`config.mk`:
```
export PLATFORM = sky130hd
export DESIGN_NAME = mul_div_engine
export DESIGN_NICKNAME = d
export VERILOG_FILES = /design/src/rtl/mul_div_engine.sv
export SDC_FILE = /design/constraint.sdc
export NUM_CORES = 2
export LEC_CHECK = 0
export ABC_AREA = 1
export BUFFER_PORTS_ARGS = -buffer_cell sky130_fd_sc_hd__buf_4
export CAP_MARGIN = 20
export CORE_UTILIZATION = 45
export CTS_CLUSTER_DIAMETER = 80
export DETAILED_ROUTE_END_ITERATION = 8
export PLACE_DENSITY = 0.68
export SLEW_MARGIN = 20
export SYNTH_ARGS = -nofsm -noshare
export SYNTH_HDL_FRONTEND = slang
export SYNTH_SLANG_ARGS = --single-unit
export TNS_END_PERCENT = 100
```
`constraint.sdc`:
```
create_clock -name clock -period 7.6 [get_ports clock]
set_input_delay 1.9 -clock clock [delete_from_list [all_inputs] [get_ports clock]]
set_output_delay 1.9 -clock clock [all_outputs]
set_load 0.1 [all_outputs]
```
`src/rtl/mul_div_engine.sv`:
```
// mul_div_engine: single-outstanding signed/unsigned multiply and radix-4 divide.
// Latency: MUL = MUL_LAT cycles, DIV = WIDTH/2+1 cycles (1 on a fast path), NOP = 1 cycle.
// Backpressure: the result is held in DONE until out_ready; in_ready is high only in IDLE.
//
// Ports:
//   clock, reset          rising-edge clock, synchronous active-high reset
//   in_src0 / in_src1     multiplicand / multiplier, or dividend / divisor
//   in_op, in_sign, in_id operation (01 MUL, 10 DIV, else NOP), signed mode, tag
//   in_valid / in_ready   request handshake; in_flush discards any in-flight or held result
//   out_valid / out_ready result handshake
//   out_res0 / out_res1   MUL: product low/high half; DIV: quotient/remainder
//   out_id, out_dbz       returned tag, divide-by-zero flag
module mul_div_engine #(
  parameter int WIDTH   = 32,
  parameter int MUL_LAT = 2,
  parameter int ID_W    = 4
) (
  input  logic             clock,
  input  logic             reset,
  input  logic [WIDTH-1:0] in_src0,
  input  logic [WIDTH-1:0] in_src1,
  input  logic [1:0]       in_op,
  input  logic             in_sign,
  input  logic [ID_W-1:0]  in_id,
  input  logic             in_valid,
  output logic             in_ready,
  input  logic             in_flush,
  output logic             out_valid,
  input  logic             out_ready,
  output logic [WIDTH-1:0] out_res0,
  output logic [WIDTH-1:0] out_res1,
  output logic [ID_W-1:0]  out_id,
  output logic             out_dbz
);

  // Partial remainder width: rem < d < 2^WIDTH, so (rem << 2) + 3 < 2^(WIDTH+2).
  localparam int RW      = WIDTH + 3;
  localparam int HALF    = WIDTH / 2;
  localparam int CNT_MAX = (HALF > MUL_LAT) ? HALF : MUL_LAT;
  localparam int CNT_W   = $clog2(CNT_MAX + 1);

  localparam logic [1:0]       OP_MUL  = 2'b01;
  localparam logic [1:0]       OP_DIV  = 2'b10;
  localparam logic [WIDTH-1:0] MIN_NEG = {1'b1, {(WIDTH-1){1'b0}}};

  typedef enum logic [2:0] {IDLE, MUL, DIV, FIX, DONE} state_t;

  state_t state, state_nxt;

  logic [CNT_W-1:0] cnt;
  logic [RW-1:0]    rem_q;    // divide partial remainder
  logic [WIDTH-1:0] dq_q;     // DIV: dividend bits shift out, quotient digits shift in; MUL: multiplicand
  logic [WIDTH-1:0] d_q;      // DIV: |divisor|; MUL: multiplier
  logic             sign_q;
  logic             a_neg_q;  // remainder takes the dividend's sign
  logic             q_neg_q;  // quotient negative iff operand signs differ
  logic [WIDTH-1:0] res0, res1;
  logic [ID_W-1:0]  id_q;
  logic             dbz_q;

  logic accept;
  assign accept = in_valid && in_ready && !in_flush;

  // ---------------------------------------------------------------
  // Operand preparation for the divider (evaluated on the accept cycle)
  // ---------------------------------------------------------------
  logic             a_neg, b_neg;
  logic [WIDTH-1:0] a_abs, b_abs;
  logic             div_zero, div_ovf, div_small;

  assign a_neg = in_sign & in_src0[WIDTH-1];
  assign b_neg = in_sign & in_src1[WIDTH-1];
  assign a_abs = a_neg ? (-in_src0) : in_src0;
  assign b_abs = b_neg ? (-in_src1) : in_src1;

  assign div_zero  = (in_src1 == '0);
  assign div_ovf   = in_sign && (in_src0 == MIN_NEG) && (in_src1 == '1);
  assign div_small = (a_abs < b_abs);

  // One radix-4 restoring step: bring down two dividend bits, then subtract the
  // largest of 3d, 2d, d that fits. Returns {new remainder, shifted dq}.
  function automatic logic [RW+WIDTH-1:0] div_step(
    input logic [RW-1:0]    rem,
    input logic [WIDTH-1:0] dq,
    input logic [WIDTH-1:0] d
  );
    logic [RW-1:0] base, d1, d2, d3, rem_n;
    logic [1:0]    digit;
    base = (rem << 2) | {{(RW-2){1'b0}}, dq[WIDTH-1 -: 2]};
    d1   = {3'b000, d};
    d2   = {2'b00, d, 1'b0};
    d3   = d1 + d2;
    if (base >= d3) begin
      digit = 2'd3;
      rem_n = base - d3;
    end else if (base >= d2) begin
      digit = 2'd2;
      rem_n = base - d2;
    end else if (base >= d1) begin
      digit = 2'd1;
      rem_n = base - d1;
    end else begin
      digit = 2'd0;
      rem_n = base;
    end
    return {rem_n, dq[WIDTH-3:0], digit};
  endfunction

  // The first digit is retired on the accept edge, leaving WIDTH/2-1 steps in
  // DIV so that iterations plus FIX take WIDTH/2+1 cycles in total.
  logic [RW+WIDTH-1:0] step0;
  logic [RW+WIDTH-1:0] step_n;
  assign step0  = div_step({RW{1'b0}}, a_abs, b_abs);
  assign step_n = div_step(rem_q, dq_q, d_q);

  // ---------------------------------------------------------------
  // Multiplier: operands held in dq_q/d_q while the FSM counts MUL_LAT.
  // With MUL_LAT == 1 the product is taken straight from the inputs.
  // ---------------------------------------------------------------
  logic [WIDTH-1:0]   mul_a, mul_b;
  logic               mul_s;
  logic [2*WIDTH-1:0] mul_a_ext, mul_b_ext, product;

  assign mul_a     = (MUL_LAT == 1) ? in_src0 : dq_q;
  assign mul_b     = (MUL_LAT == 1) ? in_src1 : d_q;
  assign mul_s     = (MUL_LAT == 1) ? in_sign : sign_q;
  assign mul_a_ext = {{WIDTH{mul_s & mul_a[WIDTH-1]}}, mul_a};
  assign mul_b_ext = {{WIDTH{mul_s & mul_b[WIDTH-1]}}, mul_b};
  // Low 2*WIDTH bits of the extended product are correct for both signednesses.
  assign product   = mul_a_ext * mul_b_ext;

  // ---------------------------------------------------------------
  // FSM next state
  // ---------------------------------------------------------------
  always_comb begin
    state_nxt = state;
    unique case (state)
      IDLE: begin
        if (accept) begin
          if (in_op == OP_MUL) begin
            state_nxt = (MUL_LAT == 1) ? DONE : MUL;
          end else if (in_op == OP_DIV) begin
            state_nxt = (div_zero || div_ovf || div_small) ? DONE : DIV;
          end else begin
            state_nxt = DONE;
          end
        end
      end
      MUL:     if (cnt == CNT_W'(1)) state_nxt = DONE;
      DIV:     if (cnt == CNT_W'(1)) state_nxt = FIX;
      FIX:     state_nxt = DONE;
      DONE:    if (out_ready) state_nxt = IDLE;
      default: state_nxt = IDLE;
    endcase
    // Flush wins over everything, including a same-cycle result handshake.
    if (in_flush) state_nxt = IDLE;
  end

  // ---------------------------------------------------------------
  // State and datapath registers
  // ---------------------------------------------------------------
  always_ff @(posedge clock) begin
    if (reset) begin
      state   <= IDLE;
      cnt     <= '0;
      rem_q   <= '0;
      dq_q    <= '0;
      d_q     <= '0;
      sign_q  <= 1'b0;
      a_neg_q <= 1'b0;
      q_neg_q <= 1'b0;
      res0    <= '0;
      res1    <= '0;
      id_q    <= '0;
      dbz_q   <= 1'b0;
    end else begin
      state <= state_nxt;

      if (accept) begin
        id_q    <= in_id;
        sign_q  <= in_sign;
        a_neg_q <= a_neg;
        q_neg_q <= a_neg ^ b_neg;
        dbz_q   <= 1'b0;
        if (in_op == OP_MUL) begin
          dq_q <= in_src0;
          d_q  <= in_src1;
          cnt  <= CNT_W'(MUL_LAT - 1);
          if (MUL_LAT == 1) {res1, res0} <= product;
        end else if (in_op == OP_DIV) begin
          if (div_zero) begin
            res0  <= '1;
            res1  <= in_src0;
            dbz_q <= 1'b1;
          end else if (div_ovf) begin
            res0 <= MIN_NEG;
            res1 <= '0;
          end else if (div_small) begin
            res0 <= '0;
            res1 <= in_src0;
          end else begin
            {rem_q, dq_q} <= step0;
            d_q           <= b_abs;
            cnt           <= CNT_W'(HALF - 1);
          end
        end else begin
          res0 <= '0;
          res1 <= '0;
        end
      end

      case (state)
        MUL: begin
          cnt <= cnt - CNT_W'(1);
          if (cnt == CNT_W'(1)) {res1, res0} <= product;
        end
        DIV: begin
          {rem_q, dq_q} <= step_n;
          cnt           <= cnt - CNT_W'(1);
        end
        FIX: begin
          res0 <= q_neg_q ? (-dq_q) : dq_q;
          res1 <= a_neg_q ? (-rem_q[WIDTH-1:0]) : rem_q[WIDTH-1:0];
        end
        default: ;
      endcase
    end
  end

  assign in_ready  = (state == IDLE);
  assign out_valid = (state == DONE);
  assign out_res0  = res0;
  assign out_res1  = res1;
  assign out_id    = id_q;
  assign out_dbz   = dbz_q;

endmodule
```
# ---- Yosys cells after proc, flatten, opt, wreduce, memory -nomap -nowiden
# Cells that the tools add are included.
dict set report totals {
  out_inout_bits 71
  ff_bits 177
  word_cells 156
  input_bits 76
}
dict set report op_classes {
  add_sub_neg 13
  n_eq_ne 26
  bitwise_logic 6
  n_mul 1
  order_cmp 7
  n_reduce_logical 22
  n_mux 69
}
# op count
set ops {}
lappend ops {{2-to-1 mux 32 bit} 30}
lappend ops {{2-to-1 mux 33 bit} 13}
lappend ops {{negation 32 bit} 4}
lappend ops {{case mux 32 bit (2 select lines)} 2}
lappend ops {{adder 32 x 33 -> 34 bit} 2}
lappend ops {{subtractor 2 x 33 -> 33 bit} 2}
lappend ops {{subtractor 33 bit} 2}
lappend ops {{== test 32 bit (second input constant)} 2}
lappend ops {{multiplier 33 x 33 -> 64 bit} 1}
lappend ops {{greater-or-equal comparator 35 x 32 -> 1 bit} 1}
lappend ops {{greater-or-equal comparator 35 x 33 -> 1 bit} 1}
lappend ops {{greater-or-equal comparator 35 x 34 -> 1 bit} 1}
lappend ops {{2-to-1 mux 5 bit} 7}
lappend ops {{OR 35 x 2 -> 35 bit} 1}
lappend ops {{greater-or-equal comparator 2 x 34 -> 1 bit} 1}
lappend ops {{greater-or-equal comparator 2 x 33 -> 1 bit} 1}
lappend ops {{subtractor 2 x 32 -> 33 bit} 1}
lappend ops {{subtractor 33 x 32 -> 33 bit} 1}
lappend ops {{greater-or-equal comparator 2 x 32 -> 1 bit} 1}
lappend ops {{logical NOT 32 bit} 1}
lappend ops {{< comparator 32 bit} 1}
lappend ops {{2-to-1 mux 3 bit} 7}
lappend ops {{!= test 2 x 1 -> 1 bit (second input constant)} 9}
lappend ops {{case mux 3 bit (5 select lines)} 1}
lappend ops {{24 further kinds} 51}

# ---- Logic depth before layout (Yosys ltp)
dict set report logic_depth {
  depth_word 13
  ltp_mapped 39
  depth_no_buf 37
}

# ---- Least setup slack after synthesis
# OpenSTA, ideal clock, no wires.
dict set report synth_path {
  path_kind {reg-to-reg}
  from {reg dq_q[31]}
  to {reg res1[30] (netlist: out_res1[30])}
  path_buffers 2
  stages_incl_launch_ff 30
  slack_ps -106
  synth_period_minus_slack_ps 7706
  required_ps 7472
  setup_ps 128
  t_arrival_ps 7579
  cell_sequence {dfxtp_1 clkbuf_1 nand2_1 clkbuf_1 nor2_1 fa_1 inv_1 fa_1 inv_1 fa_1 inv_1 fa_1 fa_1 fa_1 fa_1 fa_1 inv_1 ha_1 a21o_1 nor2_1 nor2_1 a2111oi_0 o221a_2 nand2_1 nand2_1 nand3_1 nand2_1 inv_1 a21oi_1 nor2_1}
}
dict set report synth_between {
  elab_chain_cells 4
}
# item line
set synth_lines {}
lappend synth_lines {{start: declaration} 52} ;# logic [WIDTH-1:0] dq_q;
lappend synth_lines {{start signal: assignment} 186} ;# dq_q <= in_src0;
lappend synth_lines {{start signal: assignment} 202} ;# {rem_q, dq_q} <= step0;
lappend synth_lines {{start signal: assignment} 218} ;# {rem_q, dq_q} <= step_n;
lappend synth_lines {{AND 1 bit} 127} ;# assign mul_a_ext = {{WIDTH{mul_s & mul_a[WIDTH-1]}}, mul_a};
lappend synth_lines {{multiplier 33 x 33 -> 64 bit *} 130} ;# assign product = mul_a_ext * mul_b_ext;
lappend synth_lines {{2-to-1 mux 32 bit *} 215} ;# if (cnt == CNT_W'(1)) {res1, res0} <= product;
lappend synth_lines {{case mux 32 bit (2 select lines) *} 212} ;# case (state)
lappend synth_lines {{end signal: assignment} 200} ;# res1 <= in_src0;
lappend synth_lines {{end signal: assignment} 215}
lappend synth_lines {{end signal: assignment} 223} ;# res1 <= a_neg_q ? (-rem_q[WIDTH-1:0]) : rem_q[WIDTH-1:0];
lappend synth_lines {{end: declaration} 57} ;# logic [WIDTH-1:0] res0, res1;
# Every way passes the cells marked *; elsewhere a longest branch is shown, timed or not.
# A chain may end at the register's enable or synchronous reset.

# ---- Final worst setup path
dict set report layout_path {
  from {reg dq_q[31]}
  to {reg res1[27] (netlist: out_res1[27])}
}
# Same word-level chain as after synthesis.

==> results.md <==
- Die Footprint: between 150000 and 200000 um2
- Fin. Hold Viols: 0
- Mean post-synth cell area: 6.85 um2
- H-tree depth: 4
- Final Wtd Congestion: 1.05
- Worst VDD drop: 0.199 mV
- Number of port buffers: 146
- Synth top area share: between 30% and 40%
- Placed Instances: around 12000
- Reg2Reg Capture Point: out_res1[27]
- Routed vias/inst: approximately 5.6
- Max Clock Skew: 29.9 ps
- Core ar.: 148000 um2
- Die width: 389 um
- Global route overflow: 0
- Cell taking the most area after synthesis: fa_1
- Number of synthesized flops with an enable pin: 0
- Most common cell in the netlist: nand2_1
- Ranking of synthesized cells by area: fa_1 34%, nand2_1 15%, inv_1 12%
- Final setup margin: -85.2 ps
- Starting DRT DRC Count: 8309
- DIE HEIGHT: 389 um
- Worst-Margin Slew: about 1100 ps
- WS Path Type: register to register
- Initial antenna violation count: 23
- Ys async rst share: 0%
- Synth cell count leaders: 2670 x nand2_1, 2188 x inv_1, 1132 x fa_1, 586 x nor2_1, 452 x ha_1
- First-pass GRT wire length: 470000 um
- RSZ-0062 raised after global routing: yes
- IO Pins: 147
- Final worst-path cycle share: 101%
- Synth cell types: 70
- Routed Wire Length: 328000 um
- Final setup TNS: -160 ps
- R2R depth: 31
- Max-slew violations: 0
- Final HPWL DP: about 280000 um
- Hold depth: 2
- Total CTS buffers: 17
- Post-DR wirelength/cell: roughly 26 um
- Crit path DAT: 8090 ps
- Vias in the first global route: 68600
- Outcome: finished with violations
- Sequential fraction of the synthesis area: 5.27%
- Area delta synth->final: 20.5%
- # clock sinks: 177
- R2R setup slack: -90 ps
- Failing checks: setup timing
- Post-synth top flop: dfxtp_1
- Tmin final: between 7000 and 8000 ps
- Clk_lat worst skew: roughly 530 ps
- GR Util All Layers: between 40% and 50%
- Mapped Area: 67300 um2
- Syn Inst Count: roughly 10000
- Post-route cell area: 81100 um2
- Worst r2r src: dq_q[31]
- CTS tree: built
- Largest net degree at the start of global routing: 71
- Share of layout cells above drive strength 1: between 10% and 20%
- Post-Layout Cell Count: 12500
- Cell Area, Placed: 76500 um2
- Slowest-stage cell, CP: fa_1
- DRT Pass-1 Iters: 6
- Fmax: 0.130 GHz
- Max_slew headroom: 23.5%
- WP data required: between 8000 and 9000 ps
- Final routed DRC violation total: 0
- Max Cap Viol: 0
- Rows: 141
- Fin Hold WS: 483 ps
- Leakage: 42.9 nW
- Power, Total: between 6 and 7 mW
- Initial Util: 45.5%
- Hold_sp: out_dbz
- Seq cells post-synth: 177
- ANT nets after route: 0
- Worst setup EP type: register
- HP Class: register to register
- Max incr delay on CP: 610 ps
- Total vias in the final route: 70500
- Hold Crit Endpoint: out_dbz
- CP Launch Type: register
- Net count, final: roughly 12000
- Crit path max fanout: 4
- Post-CTS Hold Fix Bufs: 0
- Clock root buffer master: clkbuf_16
- Pwr per Cell Area: 82.1 nW/um2
- Final setup vio count: 4
- Syn. warnings: 0
- Bufs on Longest Clock Path: 2
- Mapped Nets: about 11000
- Clock transition at path regs: between 100 and 150 ps
-- worst max-delay path: cells and delay by family (launching register included) --
kind | cells | cell delay, ps
AO/OA/AOI/OAI | 1 | 120
adder cells (fa/ha/maj) | 9 | 4550
buffers and inverters | 11 | 1200
flip-flops | 1 | 360
AND/OR/NAND/NOR | 10 | 1300
-- cell type report --
class / instances / area (um2)
antenna: 4 / 10.0
clock buffer: 17 / 425
clock inverter: 15 / 220
fill: 14500 / 66900
inverter: 2227 / 8390
multi-input combinational: 6998 / 55800
sequential: 177 / 3700
tap: 1930 / 2410
timing repair buffer: 1118 / 10200
-- layer usage --
| layer | wire, um | vias to the layer above | global-route usage [%] |
|---|---|---|---|
| li1 | - | 31100 | - |
| met4 | 15200 | 30 | 15.2 |
| met5 | 219 | - | 0 |
| met2 | 134000 | 4110 | 61.3 |
| met3 | 41900 | 690 | 12.4 |
| met1 | 137000 | 34500 | 60.6 |
-- metrics by stage --
stage | setup slack, ps | util (%)
detailed placement | -830 | 51.7
global route | -238 | 54.8
floorplan | 18.9 | -
CTS | -133 | 53.0
global placement | -859 | 51.7
finish | -85.2 | 54.8
-- how the worst max path moves through the flow --
stage	startpoint	end	slack, ps	cells after the start
floorplan	dq_q[31]	out_res1[30]	20	29
global route	mul_s	out_res1[27]	-240	31
finish	dq_q[31]	out_res1[27]	-90	31
detailed placement	d_q[15]	out_res1[13]	-830	29
global placement	d_q[3]	out_res1[13]	-860	30
CTS	d_q[27]	out_res1[30]	-130	34
-- registers in the layout, summed over array words and instances, names as in the netlist --
signal    flops
a_neg_q       1
cnt           5
d_q          32
dq_q         32
mul_s         1
out_dbz       1
out_id        4
out_res0     32
out_res1     32
q_neg_q       1
rem_q        33
state         3
-- cells in the final DEF, fill, tap and decap left out, types with 20 or more instances in the layout --
cell type,netlist,layout
nand2_1,2670,2601
inv_1,2188,2081
fa_1,1132,1065
buf_4,7,930
nor2_1,586,498
nand3_1,437,423
ha_1,452,403
a21oi_1,436,383
o21ai_0,345,305
xor2_1,157,155
inv_2,29,126
dfxtp_1,177,117
nand4_1,97,97
a31oi_1,98,97
buf_12,0,95
xnor2_1,84,83
nand2_2,20,72
fa_2,0,67
nor2_2,21,65
buf_6,9,64
nor3_1,63,59
o21ai_1,35,56
a21oi_2,10,53
o211ai_1,52,52
nor2_4,7,51
ha_4,0,45
dfxtp_4,0,34
a21o_1,28,28
o21ai_2,9,26
dfxtp_2,0,26
o21bai_1,28,25
clkbuf_16,0,25
nor4_1,24,23
nand2_4,6,22
or2_2,22,20
nand3_2,9,20
-- report_power, final --
part / total (mW) / internal (mW) / leakage [nW] / switching (mW)
combinational: 4.57 / 1.45 / 41.1 / 3.12
clock: 1.06 / 0.464 / 0.309 / 0.599
sequential: 1.02 / 0.953 / 1.47 / 0.0711
total: 6.65 / 2.87 / 42.9 / 3.79
-- logic make-up after synthesis --
kind of cell,synth area share [%]
AO/OA/AOI/OAI,9.82
XOR/XNOR,3.21
adder cells (fa/ha/maj),42.1
buffers and inverters,15.0
flip-flops,5.27
AND/OR/NAND/NOR,24.6
-- timing repair --
| action | CTS | global route |
|---|---|---|
| hold endpoints to repair | 0 | 0 |
| setup endpoints to repair | 41 | 43 |
| cloned | 2 | 8 |
| pin swaps | 36 | 281 |
| resized for setup | 282 | 527 |
| setup buffers | 24 | 81 |
No activity file was read; power rests on OpenSTA's default activity.
